File: src/rtl/rca_bist_if.sv
// Adder-side and status bus of the ripple-carry adder BIST engine.
// RCA_BIST_FIRST_FAIL_EN adds the first-failure capture signals.
interface rca_bist_if #(
    parameter int WIDTH = 4
);
    logic                 start;
    logic [WIDTH-1:0]     x_o;
    logic [WIDTH-1:0]     y_o;
    logic                 cin_o;
    logic [WIDTH:0]       sum_i;
    logic                 busy;
    logic                 done;
    logic                 pass;
    logic [2*WIDTH+1:0]   err_count;
`ifdef RCA_BIST_FIRST_FAIL_EN
    logic [2*WIDTH:0]     fail_vec;
    logic [WIDTH:0]       fail_sum;
    logic                 fail_valid;

    modport master (
        input  start, sum_i,
        output x_o, y_o, cin_o, busy, done, pass, err_count,
        output fail_vec, fail_sum, fail_valid
    );

    modport slave (
        output start, sum_i,
        input  x_o, y_o, cin_o, busy, done, pass, err_count,
        input  fail_vec, fail_sum, fail_valid
    );
`else
    modport master (
        input  start, sum_i,
        output x_o, y_o, cin_o, busy, done, pass, err_count
    );

    modport slave (
        output start, sum_i,
        input  x_o, y_o, cin_o, busy, done, pass, err_count
    );
`endif
endinterface

File: src/rtl/rca_bist.sv
// Exhaustive BIST sweep for a WIDTH-bit ripple-carry adder: drives every {cin, x, y}
// vector, checks sum_i against a golden sum. Optional macro: RCA_BIST_FIRST_FAIL_EN.
module rca_bist #(
    parameter int WIDTH  = 4,
    parameter int SETTLE = 1
) (
    input  logic          clk,
    input  logic          rst,
    rca_bist_if.master    bus
);
    localparam int VW = 2*WIDTH + 1;
    localparam int CW = 2*WIDTH + 2;
    localparam int WW = (SETTLE > 1) ? $clog2(SETTLE) : 1;
    localparam logic [VW-1:0] LAST_VEC  = '1;
    localparam logic [WW-1:0] WAIT_LAST = WW'(SETTLE - 1);

    typedef enum logic [1:0] {
        S_IDLE,
        S_SETTLE,
        S_CHECK,
        S_DONE
    } state_t;

    state_t          state;
    logic [VW-1:0]   vec;
    logic [WW-1:0]   wcnt;
    logic [CW-1:0]   errs;
    logic            busy_r;
    logic            done_r;
    logic            pass_r;
    logic [WIDTH:0]  golden;
    logic            mismatch;
`ifdef RCA_BIST_FIRST_FAIL_EN
    logic [VW-1:0]   fvec;
    logic [WIDTH:0]  fsum;
    logic            fvalid;
`endif

    // Operands come straight from the vector register, so they are registered outputs.
    assign bus.y_o   = vec[WIDTH-1:0];
    assign bus.x_o   = vec[2*WIDTH-1:WIDTH];
    assign bus.cin_o = vec[2*WIDTH];

    assign golden   = {1'b0, bus.x_o} + {1'b0, bus.y_o} + {{WIDTH{1'b0}}, bus.cin_o};
    assign mismatch = (golden != bus.sum_i);

    assign bus.busy      = busy_r;
    assign bus.done      = done_r;
    assign bus.pass      = pass_r;
    assign bus.err_count = errs;
`ifdef RCA_BIST_FIRST_FAIL_EN
    assign bus.fail_vec   = fvec;
    assign bus.fail_sum   = fsum;
    assign bus.fail_valid = fvalid;
`endif

    // pass is resolved on the final CHECK edge, folding in that vector's own result.
    always_ff @(posedge clk or posedge rst) begin
        if (rst) begin
            state  <= S_IDLE;
            vec    <= '0;
            wcnt   <= '0;
            errs   <= '0;
            busy_r <= 1'b0;
            done_r <= 1'b0;
            pass_r <= 1'b0;
`ifdef RCA_BIST_FIRST_FAIL_EN
            fvec   <= '0;
            fsum   <= '0;
            fvalid <= 1'b0;
`endif
        end else begin
            case (state)
                S_IDLE, S_DONE: begin
                    if (bus.start) begin
                        vec    <= '0;
                        wcnt   <= '0;
                        errs   <= '0;
                        busy_r <= 1'b1;
                        done_r <= 1'b0;
                        pass_r <= 1'b0;
`ifdef RCA_BIST_FIRST_FAIL_EN
                        fvec   <= '0;
                        fsum   <= '0;
                        fvalid <= 1'b0;
`endif
                        state  <= S_SETTLE;
                    end
                end
                S_SETTLE: begin
                    if (wcnt == WAIT_LAST) begin
                        state <= S_CHECK;
                    end else begin
                        wcnt <= wcnt + WW'(1);
                    end
                end
                S_CHECK: begin
                    if (mismatch) begin
                        errs <= errs + CW'(1);
`ifdef RCA_BIST_FIRST_FAIL_EN
                        if (!fvalid) begin
                            fvec   <= vec;
                            fsum   <= bus.sum_i;
                            fvalid <= 1'b1;
                        end
`endif
                    end
                    if (vec == LAST_VEC) begin
                        busy_r <= 1'b0;
                        done_r <= 1'b1;
                        pass_r <= !mismatch && (errs == '0);
                        state  <= S_DONE;
                    end else begin
                        vec   <= vec + VW'(1);
                        wcnt  <= '0;
                        state <= S_SETTLE;
                    end
                end
                default: state <= S_IDLE;
            endcase
        end
    end
endmodule
File: src/flat_wrapper.sv
// flat-port wrapper written by rule: the top's interface ports become plain ports
module rca_bist_flat 
#(
    parameter int WIDTH  = 4,
    parameter int SETTLE = 1
)
  (clk, rst, bus_start, bus_sum_i, bus_x_o, bus_y_o, bus_cin_o, bus_busy, bus_done, bus_pass, bus_err_count);
  rca_bist_if #(.WIDTH(WIDTH)) bus_i ();
  input  logic clk;
  input  logic rst;
  input wire logic [$bits(bus_i.start)-1:0] bus_start;
  input wire logic [$bits(bus_i.sum_i)-1:0] bus_sum_i;
  output wire logic [$bits(bus_i.x_o)-1:0] bus_x_o;
  output wire logic [$bits(bus_i.y_o)-1:0] bus_y_o;
  output wire logic [$bits(bus_i.cin_o)-1:0] bus_cin_o;
  output wire logic [$bits(bus_i.busy)-1:0] bus_busy;
  output wire logic [$bits(bus_i.done)-1:0] bus_done;
  output wire logic [$bits(bus_i.pass)-1:0] bus_pass;
  output wire logic [$bits(bus_i.err_count)-1:0] bus_err_count;
  assign bus_i.start = bus_start;
  assign bus_i.sum_i = bus_sum_i;
  assign bus_x_o = bus_i.x_o;
  assign bus_y_o = bus_i.y_o;
  assign bus_cin_o = bus_i.cin_o;
  assign bus_busy = bus_i.busy;
  assign bus_done = bus_i.done;
  assign bus_pass = bus_i.pass;
  assign bus_err_count = bus_i.err_count;
  rca_bist #(.WIDTH(WIDTH), .SETTLE(SETTLE)) u_core (.clk(clk), .rst(rst), .bus(bus_i));
endmodule
File: config.mk
export PLATFORM = sky130hd
export DESIGN_NAME = rca_bist_flat
export DESIGN_NICKNAME = d
export VERILOG_FILES = /design/src/rtl/rca_bist_if.sv /design/src/rtl/rca_bist.sv /design/src/flat_wrapper.sv
export SDC_FILE = /design/constraint.sdc
export NUM_CORES = 1
export LEC_CHECK = 0
export CORE_ASPECT_RATIO = 1.75
export CORE_MARGIN = 8
export CORE_UTILIZATION = 40
export CTS_BUF_LIST = sky130_fd_sc_hd__clkbuf_16
export DETAILED_ROUTE_END_ITERATION = 8
export GPL_TIMING_DRIVEN = 0
export PLACE_DENSITY = 0.63
export SLEW_MARGIN = 20
export SYNTH_ARGS = -nofsm -noshare
export SYNTH_HDL_FRONTEND = slang
export SYNTH_SLANG_ARGS = --single-unit
File: constraint.sdc
create_clock -name clk -period 2.29 [get_ports clk]
set_input_delay 0.458 -clock clk [delete_from_list [all_inputs] [get_ports clk]]
set_output_delay 0.458 -clock clk [all_outputs]
set_load 0.05 [all_outputs]
== Yosys cells after proc, flatten, opt, wreduce, memory -nomap -nowiden ==
Cells that the tools add are included.

* Output and inout port bits: 22
* Memory bits (read-only): 0
* Latch bits: 0
* Bits in writable memories: 0
* Memories kept: 0
* Register bits after elaboration: 25

* $lt $le $gt $ge: 0
* Reduce and logical (&&, ||, !) cells: 11
* Muxes and demuxes: 21
* Equality and inequality tests: 10
* Bitwise logic cells: 0
* Divide/modulo/power cells: 0
* Multipliers: 0
* $add $sub $neg: 5
* Shift operators: 0

{| class="wikitable"
|+ Operator list
! cell !! number
|-
| two-way mux 10 bit || 2
|-
| case mux 10 bit (2 select lines) || 1
|-
| two-way mux 9 bit || 2
|-
| case mux 9 bit (2 select lines) || 1
|-
| adder 10 x 1 -> 10 bit (second input constant) || 1
|-
| logical NOT 10 bit || 1
|-
| adder 9 x 1 -> 9 bit (second input constant) || 1
|-
| equality test 9 bit (second input constant) || 1
|-
| AND reduction 3 bit || 3
|-
| two-way mux 1 bit || 7
|-
| two-way mux 2 bit || 3
|-
| != test 2 bit (second input constant) || 3
|-
| case mux 1 bit (2 select lines) || 3
|-
| case mux 2 bit (3 select lines) || 1
|-
| adder 4 x 4 -> 5 bit || 1
|-
| adder 5 x 1 -> 5 bit || 1
|-
| != test 5 bit || 1
|-
| equality test 2 bit (second input constant) || 2
|-
| != test 2 x 1 -> 1 bit (second input constant) || 2
|-
| AND reduction 2 bit || 2
|-
| case mux 1 bit (3 select lines) || 1
|-
| equality test 2 x 1 -> 1 bit (second input constant) || 1
|-
| logical NOT 2 bit || 1
|-
| nonzero test 2 bit || 1
|-
| 4 further kinds || 4
|}

== Logic depth before layout (Yosys ltp) ==
Gate-level depths: netlist of run 1.

* Word-level depth: 7
* Mapped depth: 11
* Gate-level depth less buffers: 10

== Worst setup path before layout of run 1 ==
OpenSTA, ideal clock, no wires.

* Kind: register -> register
* Start: register u_core.vec[8]
* End: register u_core.errs[8], in the netlist u_core.bus.err_count[8]
* Arrival: 2.645 ns
* Slack: -0.488 ns
* Period minus slack after synthesis: 2.778 ns
* Path buffers: 1
* Required time: 2.157 ns
* Cell stages (with the launch flop): 11
* Path through: dfrtp_1 > inv_1 > fa_1 > inv_1 > fa_1 > xnor2_1 > nand4_1 > nor3_2 > buf_6 > a2bb2oi_1 > nand2_1

* Longest elaborated chain between the ends: 4

{| class="wikitable"
|+ Ends and longest elaborated chain
! item !! RTL line !! source
|-
| start: declaration || rca_bist.sv:25 || <nowiki>logic [VW-1:0] vec;</nowiki>
|-
| start signal: assignment || rca_bist.sv:114 || <nowiki>vec <= vec + VW'(1);</nowiki>
|-
| adder 5 x 1 -> 5 bit || rca_bist.sv:44 || <nowiki>assign golden = {1'b0, bus.x_o} + {1'b0, bus.y_o} + {{WIDTH{1'b0}}, bus.cin_o};</nowiki>
|-
| != test 5 bit || rca_bist.sv:45 || <nowiki>assign mismatch = (golden != bus.sum_i);</nowiki>
|-
| != test 2 x 1 -> 1 bit (no source line) || n/a ||
|-
| AND reduction 3 bit (no source line) || n/a ||
|-
| end signal: assignment || rca_bist.sv:99 || <nowiki>errs <= errs + CW'(1);</nowiki>
|-
| end: declaration || rca_bist.sv:27 || <nowiki>logic [CW-1:0] errs;</nowiki>
|}

Every way passes these cells.
A chain may end at the register's enable or synchronous reset.

== Worst setup path after layout of run 1 ==
* Start: register u_core.vec[8]
* End: register u_core.errs[2], in the netlist u_core.bus.err_count[2]

The elaborated chain is that of the path after synthesis.

==> results by group, run 1 <==
Timing
  • Unrepaired setup endpoints after global routing: yes
  • Fmax: 0.4025 GHz
  • Setup violators final: 11
  • Final setup margin: -194.6 ps
  • Slew Viols, Final: 0
  • Tmin final: roughly 2500 ps
  • Final Hold Fails: 0
  • Worst Clk Skew: 4.282 ps
  • Worst rel slew slack: 0.3994
  • Period utilisation layout: 1.085
  • Slew at the pin closest to its max-slew limit: 895.3 ps

Detailed routing
  • Initial DRC count: 29
  • ANT nets after route: 0
  • Vias/cell: 5.424
  • Pre-Repair DR Iteration Count: 4
  • # DRC: 0
  • Vias: 1421
  • Drt wl/cell: 15.76 µm
  • Final WL: slightly above 4 mm

Synth
  • YS warnings: 0
  • Register area share after synthesis: 0.3783
  • Syn nets: a little under 200
  • Post-Syn Instances: between 150 and 200
  • Top FF cell, synth: dfrtp_1
  • Avg Synthesized Cell Area: 9.178 µm²
  • Yosys reg bits: 24
  • Distinct cell type count of the synthesized netlist: 43
  • Synth area leaders: dfrtp_1, ha_1, nand2_1
  • Synth area leader: dfrtp_1
  • Post-synth ARST share: 1.000
  • Synth Cell Area: between 1500 and 2000 µm²
  • Yosys top cell area share: 0.3783
  • EDFF count, synth: 0

Global route
  • Vias in the first global route: ~1.5k
  • M2 GR Usage: 0.2543
  • Global-route usage over all layers: 0.1319
  • Initial antenna violation count: 0
  • Busiest grt layer: met2
  • GRT met3 Usage: 0.03941
  • GRT met1 Usage: 0.1222
  • Largest net degree at the start of global routing: 25
  • Global route total overflow: 0
  • First-pass GRT wire length: roughly 6.8 mm

Min path
  • Worst hold path type: reg -> reg
  • WHS Endpoint: u_core.bus.pass$_DFFE_PP0P_
  • Worst hold path depth: 2
  • Min-delay src: u_core.bus.pass$_DFFE_PP0P_

Die
  • Num ports: 30
  • Full die area: around 6300 µm²
  • Die height: ~99 µm
  • Core area: 3829 µm²
  • # rows: 30
  • Initial Util: 0.4147
  • Die width: between 60 and 70 µm

Outcome
  • Failing checks: negative setup slack
  • Outcome: complete, but fails checks

Worst setup path
  • Crit path max fanout: 3
  • Reg2Reg Depth: 11
  • Critical path class: reg -> reg
  • Reg2reg start: u_core.vec[8]$_DFFE_PP0P_
  • CP Launch Type: register
  • Worst EP arrival: approximately 2700 ps
  • Flop-to-flop setup slack: -190 ps
  • Worst setup EP type: register
  • Critical Path RT: 2480 ps
  • RR Endpoint: u_core.bus.err_count[2]$_DFFE_PP0P_

Pwr
  • Clock share of power: 0.274
  • Max IR drop VDD: 647.4 µV
  • Sw Ratio: 0.4017
  • Seq pwr share: 0.281
  • Logic pwr share: 0.445
  • Psw: 0.7434 mW
  • P_leak: 0.9435 nW
  • Internal: 1.107 mW
  • Total Power: 1.851 mW
  • Pwr dens: between 800 and 900 nW/µm²

Clock network
  • CTS tree: built
  • Clock latency at the later pin of the worst-skew pair: about 260 ps
  • Post-cts hold buffer count: 0
  • Worst-path clk slew: roughly 70 ps
  • CTS Buf Count: 3
  • Clock Tree Root: clkbuf_16
  • CTS max path bufs: 2
  • Clock sinks: 24
  • Htree depth: 1

Placed design
  • Final GP Congestion: ~0.86
  • Place WS: -286.4 ps
  • Hpwl dp: 3.060 mm
  • Dpl cell area: 1959 µm²
  • Port buffer count: 29

Finish
  • Final Util: 0.5663
  • Share of layout cells above drive strength 1: 0.1822
  • Inserted Diodes: 0
  • Sequential Area: 604.3 µm²
  • Multi-input logic area: roughly 960 µm²
  • Final Instance Area: 2168 µm²
  • P&R area growth vs syn: 36.56%
  • Total Nets Final: between 200 and 250
  • Fillcell total: 377

Job
  • Max Cap Viol: 0
-- layout by cell type (no fill, tap or decap), types with 2 or more instances in the layout --
master            n
clkdlybuf4s50_1  29
nand2_1          21
dfrtp_1          21
nor2_1           12
ha_1             10
buf_4             9
nand3_1           9
o21ai_0           7
a21oi_1           6
xor2_1            6
inv_1             6
xnor2_1           5
nand4_1           4
o31ai_1           4
a22o_1            4
inv_2             4
buf_6             3
nand3b_1          3
and2_1            3
o31ai_2           3
clkbuf_16         3
dfrtp_2           3
nand2b_1          2
xnor2_2           2
nor3_4            2
o21ai_1           2
or4_1             2
nor3_1            2
o22ai_1           2
fa_2              2
-- sequential cells by signal (all words and copies together), names as in the netlist --
signal,cells
u_core.state,2
u_core.bus.done,1
u_core.bus.err_count,10
u_core.bus.pass,1
u_core.bus.busy,1
u_core.vec,9
-- synth_stat cells, types with 4 or more instances --
| master | instances |
|---|---|
| nand2_1 | 21 |
| xor2_1 | 6 |
| nor2_1 | 13 |
| nand4_1 | 4 |
| o31ai_1 | 6 |
| dfrtp_1 | 24 |
| ha_1 | 10 |
| a22o_1 | 4 |
| a21oi_1 | 6 |
| nand3_1 | 9 |
| xnor2_1 | 7 |
| inv_1 | 11 |
| o21ai_0 | 9 |
-- worst max path at each step --
| stage | from | end | slack [ps] | depth (start not counted) |
|---|---|---|---|---|
| 3_5_place_dp | u_core.vec[8]$_DFFE_PP0P_ | u_core.bus.pass$_DFFE_PP0P_ | -290 | 11 |
| 5_1_grt | u_core.vec[0]$_DFFE_PP0P_ | u_core.bus.err_count[9]$_DFFE_PP0P_ | -300 | 10 |
| 4_1_cts | u_core.vec[0]$_DFFE_PP0P_ | u_core.bus.err_count[9]$_DFFE_PP0P_ | -190 | 10 |
| 3_3_place_gp | u_core.vec[8]$_DFFE_PP0P_ | u_core.bus.pass$_DFFE_PP0P_ | -240 | 10 |
| 2_1_floorplan | u_core.vec[8]$_DFFE_PP0P_ | u_core.bus.err_count[8]$_DFFE_PP0P_ | -180 | 10 |
| 6_report | u_core.vec[8]$_DFFE_PP0P_ | u_core.bus.err_count[2]$_DFFE_PP0P_ | -190 | 11 |
-- logic make-up after synthesis --
| logic type | count (synthesis) | share of synthesized area |
|---|---|---|
| AO/OA/AOI/OAI | 36 | 0.1568 |
| XOR/XNOR | 13 | 0.07171 |
| adder cells (fa/ha/maj) | 12 | 0.1040 |
| buffers and inverters | 17 | 0.05752 |
| flip-flops | 24 | 0.3783 |
| multiplexers | 1 | 0.006304 |
| AND/OR/NAND/NOR | 70 | 0.2254 |
-- worst max-delay path, stage by stage, from the launching register on --
cell	delay, ps
dfrtp_2	410
inv_2	70
fa_2	210
inv_2	40
fa_2	360
a21o_1	180
a21oi_2	170
xnor2_2	170
nor3_4	80
buf_4	160
or4b_1	460
o21ai_1	90
-- metrics by stage --
stage                     TNS, ps  hold slack [ps]  instances
after floorplan             -1385            472.4        173
after global placement      -1806            515.0        250
after detailed placement    -2526            523.6        250
after CTS                   -1306            538.7        261
after global routing        -2402            568.4        262
final                       -1117            531.8        262
-- final cells by class --
cell class | instances | share of cell area
repair buffers | 37 | 0.1616
clock inverters | 1 | 0.01385
plain buffers | 6 | 0.02308
clock buffers | 3 | 0.03462
flip-flops and latches | 24 | 0.2787
multi-input cells | 132 | 0.4414
inverters | 11 | 0.01904
well taps | 48 | 0.02770
-- metal layers --
layer / wire [µm] / up-vias / share of wire
met1: 1488 / 694 / 0.36
met4: 63 / 0 / 0.015
met3: 236 / 6 / 0.057
li1: - / 692 / -
met2: 2339 / 29 / 0.57
met5: 0 / - / 0
-- power by group through the flow --
stage,clock network [mW],registers [mW],logic [mW]
finish,0.508,0.520,0.823
global route,0.526,0.528,0.890
CTS,0.516,0.520,0.806
detailed placement,0,0.532,0.771
global placement,0,0.531,0.746
floorplan,0,0.599,0.475
-- repair_timing --
action | in CTS | in global routing
pin swaps | 9 | 8
gates resized for setup | 4 | 4
setup endpoints to repair | 13 | 13
hold endpoints to repair | 0 | 0
buffers inserted | 7 | 1
cloned | 0 | 0
No activity file was read; power rests on OpenSTA's default activity.
==> inputs of run 2 (changes only) <==
- CAP_MARGIN: default -> 10
- PLACE_DENSITY: 0.63 -> 0.71
==> run 2 against run 1 <==
Compared with the run above:
- the run still ends with negative setup slack left
- maximum frequency fell by 0.10%
- global-route usage rose by 0.56 points
- routed wire length grew 3.8%
- clock power increased by 1%
- non-clock buffer count grew 4
- die area unchanged
- critical path depth shrank 1
- largest power group unchanged
==> results by group, run 2 (synthesis results as in run 1) <==
Outcome
  • Outcome: complete, but fails checks
  • Failing checks: negative setup slack

Detailed routing
  • Initial DRC count: 61
  • Final WL: 4.285 mm
  • Vias: about 1.5k
  • Pre-Repair DR Iteration Count: 4
  • ANT nets after route: 0
  • Vias/cell: around 5.5
  • # DRC: 0
  • Drt wl/cell: 16.11 µm

Worst setup path
  • Worst EP arrival: 2640 ps
  • Worst setup EP type: register
  • Critical path class: reg -> reg
  • Crit path max fanout: 2
  • CP Launch Type: register
  • Critical Path RT: 2440 ps

Min path
  • Worst hold path type: reg -> reg

Die
  • # rows: 30
  • Die height: 99.35 µm
  • Die width: 63.63 µm
  • Initial Util: 0.4147
  • Core area: about 3800 µm²
  • Full die area: around 6300 µm²
  • Num ports: 30

Pwr
  • Clock share of power: 0.278
  • P_leak: approximately 0.96 nW
  • Sw Ratio: 0.4040
  • Logic pwr share: 0.439
  • Max IR drop VDD: 580.9 µV
  • Pwr dens: 836.4 nW/µm²
  • Seq pwr share: 0.282
  • Internal: 1.098 mW
  • Psw: roughly 0.74 mW

Global route
  • Initial antenna violation count: 0
  • GRT met3 Usage: 0.02477
  • M2 GR Usage: 0.2637
  • Global-route usage over all layers: 0.1375
  • First-pass GRT wire length: 7.093 mm
  • Busiest grt layer: met2
  • Largest net degree at the start of global routing: 25
  • Vias in the first global route: 1573
  • GRT met1 Usage: 0.1223
  • Global route total overflow: 0

Timing
  • Fmax: between 0.4 and 0.5 GHz
  • Slew Viols, Final: 0
  • Setup violators final: 11
  • Period utilisation layout: 1.086
  • Final hold slack: ~550 ps
  • Worst Clk Skew: 5.024 ps
  • Final setup margin: -197.1 ps
  • Unrepaired setup endpoints after global routing: yes
  • Final Hold Fails: 0
  • Slew at the pin closest to its max-slew limit: roughly 960 ps
  • Tmin final: 2487 ps
  • Worst rel slew slack: 0.3611

Placed design
  • Place WS: -312.0 ps
  • Hpwl dp: approximately 2.9 mm
  • Port buffer count: 29
  • Final GP Congestion: 0.8081
  • Placed Instances: 250

Clock network
  • CTS max path bufs: 2
  • Clock sinks: 24
  • Clock Tree Root: clkbuf_16
  • CTS tree: built
  • Post-cts hold buffer count: 0
  • CTS Buf Count: 3
  • Htree depth: 1
  • Worst-path clk slew: 70 ps
  • Clock latency at the later pin of the worst-skew pair: ~260 ps

Finish
  • Inserted Diodes: 0
  • Total Nets Final: 239
  • P&R area growth vs syn: 38.77%
  • Most frequent cells in the layout: clkdlybuf4s50_1, nand2_1, dfrtp_1, buf_4, nor2_1
  • Max FFs per register: 10
  • Fillcell total: 345
  • Final cell count without fillers: 266
  • Most common library cell in the layout ignoring fill and taps: clkdlybuf4s50_1
  • Share of layout cells above drive strength 1: 0.1927

Job
  • Max Cap Viol: 0
-- run 2: changes by cell type in the layout (fill, tap and decap cells not counted) --
cell / previous run / this run
clkinv_1: 1 / 0
a2bb2oi_2: 1 / 0
nor2_1: 12 / 13
o31ai_4: 0 / 1
a2bb2oi_1: 0 / 1
buf_4: 9 / 13
o31ai_1: 4 / 3
nor2_2: 1 / 0
inv_1: 6 / 7
-- run 2: critical path, stage by stage (launching register included) --
cell and delay (ps):
dfrtp_2 380, inv_2 40, fa_2 390, inv_2 70, fa_2 450, xnor2_2 140, nand4_1 180, buf_4 200
nor3_4 180, nor4_1 80, a211o_1 260
-- run 2: power groups by stage --
stage          Combinational, mW  Clock [mW]  Sequential (mW)
6_report                   0.810       0.513            0.520
5_1_grt                    0.894       0.533            0.529
4_1_cts                    0.785       0.516            0.520
3_5_place_dp               0.746           0            0.534
3_3_place_gp               0.742           0            0.534
2_1_floorplan              0.475           0            0.599
-- run 2: timing repair --
| item | CTS | global route |
|---|---|---|
| pin swaps | 8 | 10 |
| setup endpoints to repair | 11 | 13 |
| resized for setup | 4 | 4 |
| setup buffers | 9 | 3 |
-- run 2: worst paths after layout --
kind	endpoint	start	cells after the start	slack [ps]
max	u_core.bus.err_count[9]$_DFFE_PP0P_	u_core.vec[8]$_DFFE_PP0P_	10	-200
min	u_core.bus.pass$_DFFE_PP0P_	u_core.bus.pass$_DFFE_PP0P_	2	550
max reg2reg	u_core.bus.err_count[9]$_DFFE_PP0P_	u_core.vec[8]$_DFFE_PP0P_	10	-200
min reg2reg	u_core.bus.pass$_DFFE_PP0P_	u_core.bus.pass$_DFFE_PP0P_	2	550
max in group asynchronous	u_core.vec[0]$_DFFE_PP0P_	rst	2	930
min in group asynchronous	u_core.bus.pass$_DFFE_PP0P_	rst	2	710
-- run 2: final cells by class --
| cell class | count | area (µm²) | area share |
|---|---|---|---|
| Buffer | 6 | 50.05 | 0.02271 |
| Sequential cell | 24 | 604.3 | 0.2743 |
| Inverter | 11 | 41.29 | 0.01874 |
| Clock inverter | 1 | 30.03 | 0.01363 |
| Clock buffer | 3 | 75.07 | 0.03407 |
| Timing Repair Buffer | 41 | 380.4 | 0.1726 |
| Multi-Input combinational cell | 132 | 962.2 | 0.4367 |
| Tap cell | 48 | 60.06 | 0.02726 |
-- run 2: metrics by stage --
step / utilization / TNS (ps) / power, mW / cell area (µm²)
finish: 0.5755 / -1681 / 1.843 / 2203
global route: 0.5755 / -2807 / 1.957 / 2203
CTS: 0.5627 / -1894 / 1.820 / 2155
detailed placement: 0.5118 / -2432 / 1.280 / 1959
global placement: 0.5118 / -2403 / 1.276 / 1959
floorplan: - / -1385 / 1.074 / 1609
-- run 2: per-layer routing --
layer | vias up | part of all wire
met5 | - | 0
met4 | 0 | 0.039
met3 | 14 | 0.039
met2 | 49 | 0.56
met1 | 710 | 0.36
li1 | 701 | -
==> inputs of run 3 (changes only) <==
- REMOVE_ABC_BUFFERS: default -> 1
==> run 3 against run 2 <==
Compared with the run above:
- register-to-register slack got worse by 50 ps
- largest power group unchanged
- the flow still finishes with violations (negative setup slack)
- largest cell class unchanged
- final area shrank 4.1%
- highest routed layer unchanged
- global-route usage fell by 1.3 points
- combinational power down 12%
==> results by group, run 3 (synthesis results as in run 1) <==
Global route
  • Global-route usage over all layers: 0.1242
  • Vias in the first global route: 1392
  • First-pass GRT wire length: about 6.5 mm
  • Global route total overflow: 0
  • Initial antenna violation count: 0
  • Largest net degree at the start of global routing: 25

Worst setup path
  • Crit path max fanout: 4
  • Critical Path RT: 2460 ps
  • Critical path class: reg -> reg
  • Worst Path Buf+Inv: 3
  • Critical path, cell by cell: inv_2 > fa_2 > inv_2 > fa_2 > xnor2_2 > nand4_1 > nor3_4 > buf_6 > nand4_1 > o31ai_2
  • Max stage delay on crit path: 450 ps
  • CP Launch Type: register
  • Worst EP arrival: roughly 2700 ps
  • Critical path's slowest cell: fa_2
  • Worst setup EP type: register
  • CP top delay family: adder cells

Timing
  • Slew Viols, Final: 0
  • Period utilisation layout: 1.108
  • Slew at the pin closest to its max-slew limit: between 900 and 1000 ps
  • Worst rel slew slack: 0.3872
  • Unrepaired setup endpoints after global routing: yes
  • Setup TNS: -2291 ps
  • Worst Clk Skew: 2.923 ps
  • Setup violators final: 12
  • Final Hold Fails: 0
  • Fmax: 0.3943 GHz
  • Final setup margin: -246.3 ps
  • Tmin final: 2536 ps

Die
  • Full die area: 6321 µm²
  • Core area: 3829 µm²
  • Die width: 63.63 µm
  • Initial Util: 0.4147
  • Num ports: 30
  • Die height: 99.35 µm
  • # rows: 30

Detailed routing
  • Final WL: 3.778 mm
  • # DRC: 0
  • Initial DRC count: 42
  • Pre-Repair DR Iteration Count: 4
  • Drt wl/cell: around 15 µm
  • ANT nets after route: 0
  • Vias: 1381
  • Vias/cell: 5.353

Placed design
  • Hpwl dp: 2.695 mm
  • Port buffer count: 29
  • Final GP Congestion: ~0.74
  • Place WS: -785.0 ps

Finish
  • Max FFs per register: 10
  • Inserted Diodes: 0
  • Most common library cell in the layout ignoring fill and taps: clkdlybuf4s50_1
  • Share of layout cells above drive strength 1: 0.1476
  • Total Nets Final: 232
  • P&R area growth vs syn: 33.10%
  • Most frequent cells in the layout: clkdlybuf4s50_1, dfrtp_1, nand2_1, nor2_1

Clock network
  • Clock Tree Root: clkbuf_16
  • CTS Buf Count: 3
  • CTS tree: built
  • Clock latency at the later pin of the worst-skew pair: 250 ps
  • Worst-path clk slew: 60 ps
  • Htree depth: 1
  • CTS max path bufs: 2
  • Clock sinks: 24

Pwr
  • P_leak: 0.9255 nW
  • Total Power: 1.602 mW
  • Pwr dens: between 700 and 800 nW/µm²
  • Max IR drop VDD: 508.8 µV

Outcome
  • Outcome: complete, but fails checks
  • Failing checks: negative setup slack

Job
  • Max Cap Viol: 0

Min path
  • Worst hold path type: reg -> reg
-- run 3: changes by cell type in the layout (fill, tap and decap cells not counted), sizes merged --
| cell | previous run | this run |
|---|---|---|
| clkbuf | 4 | 3 |
| buf | 17 | 11 |
| bufinv | 1 | 0 |
-- run 3: layer usage --
layer | vias to the layer above | part of all wire | track usage
li1 | 686 | - | -
met2 | 26 | 0.56 | 0.2323
met4 | 0 | 0.013 | 0.05354
met5 | - | 0 | 0
met1 | 667 | 0.39 | 0.1285
met3 | 2 | 0.040 | 0.02365
-- run 3: worst reg2reg max path, stage by stage (launching register included) --
cell and delay, ps:
dfrtp_1 360, inv_2 50, fa_2 390, inv_2 70, fa_2 450, xnor2_2 140, nand4_1 200, nor3_4 330
buf_6 150, nand4_1 100, o31ai_2 190
-- run 3: power by group --
part / total [mW] / leakage (nW) / internal (mW) / switching [mW]
sequential: 0.519 / 0.323 / 0.466 / 0.0533
clock: 0.372 / 0.0370 / 0.231 / 0.142
combinational: 0.710 / 0.566 / 0.235 / 0.475
-- run 3: timing repair --
action,4_1_cts,5_1_grt
hold buffers,0,0
endpoints found under the setup margin,17,17
pin swaps,14,11
resized for setup,14,6
buffers inserted,10,1
-- run 3: area by class of cell --
cell class | instances | area, µm²
fill | 372 | 1715
inverter | 11 | 41.29
multi-input combinational | 132 | 947.2
tap | 48 | 60.06
sequential | 24 | 601.8
clock buffer | 3 | 75.07
timing repair buffer | 40 | 387.9
-- run 3: worst paths after layout --
path	startpoint	to	slack, ps	cells after the start
max in group asynchronous	rst	u_core.vec[0]$_DFFE_PP0P_	950	2
worst min register to register	u_core.bus.busy$_DFFE_PP0P_	u_core.bus.busy$_DFFE_PP0P_	540	1
worst max register to register	u_core.vec[8]$_DFFE_PP0P_	u_core.bus.pass$_DFFE_PP0P_	-250	10
worst min-delay path	u_core.bus.busy$_DFFE_PP0P_	u_core.bus.busy$_DFFE_PP0P_	540	1
worst max-delay path	u_core.vec[8]$_DFFE_PP0P_	u_core.bus.pass$_DFFE_PP0P_	-250	10
min in group asynchronous	rst	u_core.state[0]$_DFFE_PP0P_	710	2
-- run 3: metrics by stage --
step                utilization  hold slack, ps  area (µm²)  cells
finish                   0.5520           535.3        2113    258
global route             0.5520           566.4        2113    258
floorplan                     -           472.6        1538    167
detailed placement       0.4931           518.1        1888    244
global placement         0.4931           520.2        1888    244
CTS                      0.5415           544.1        2073    257
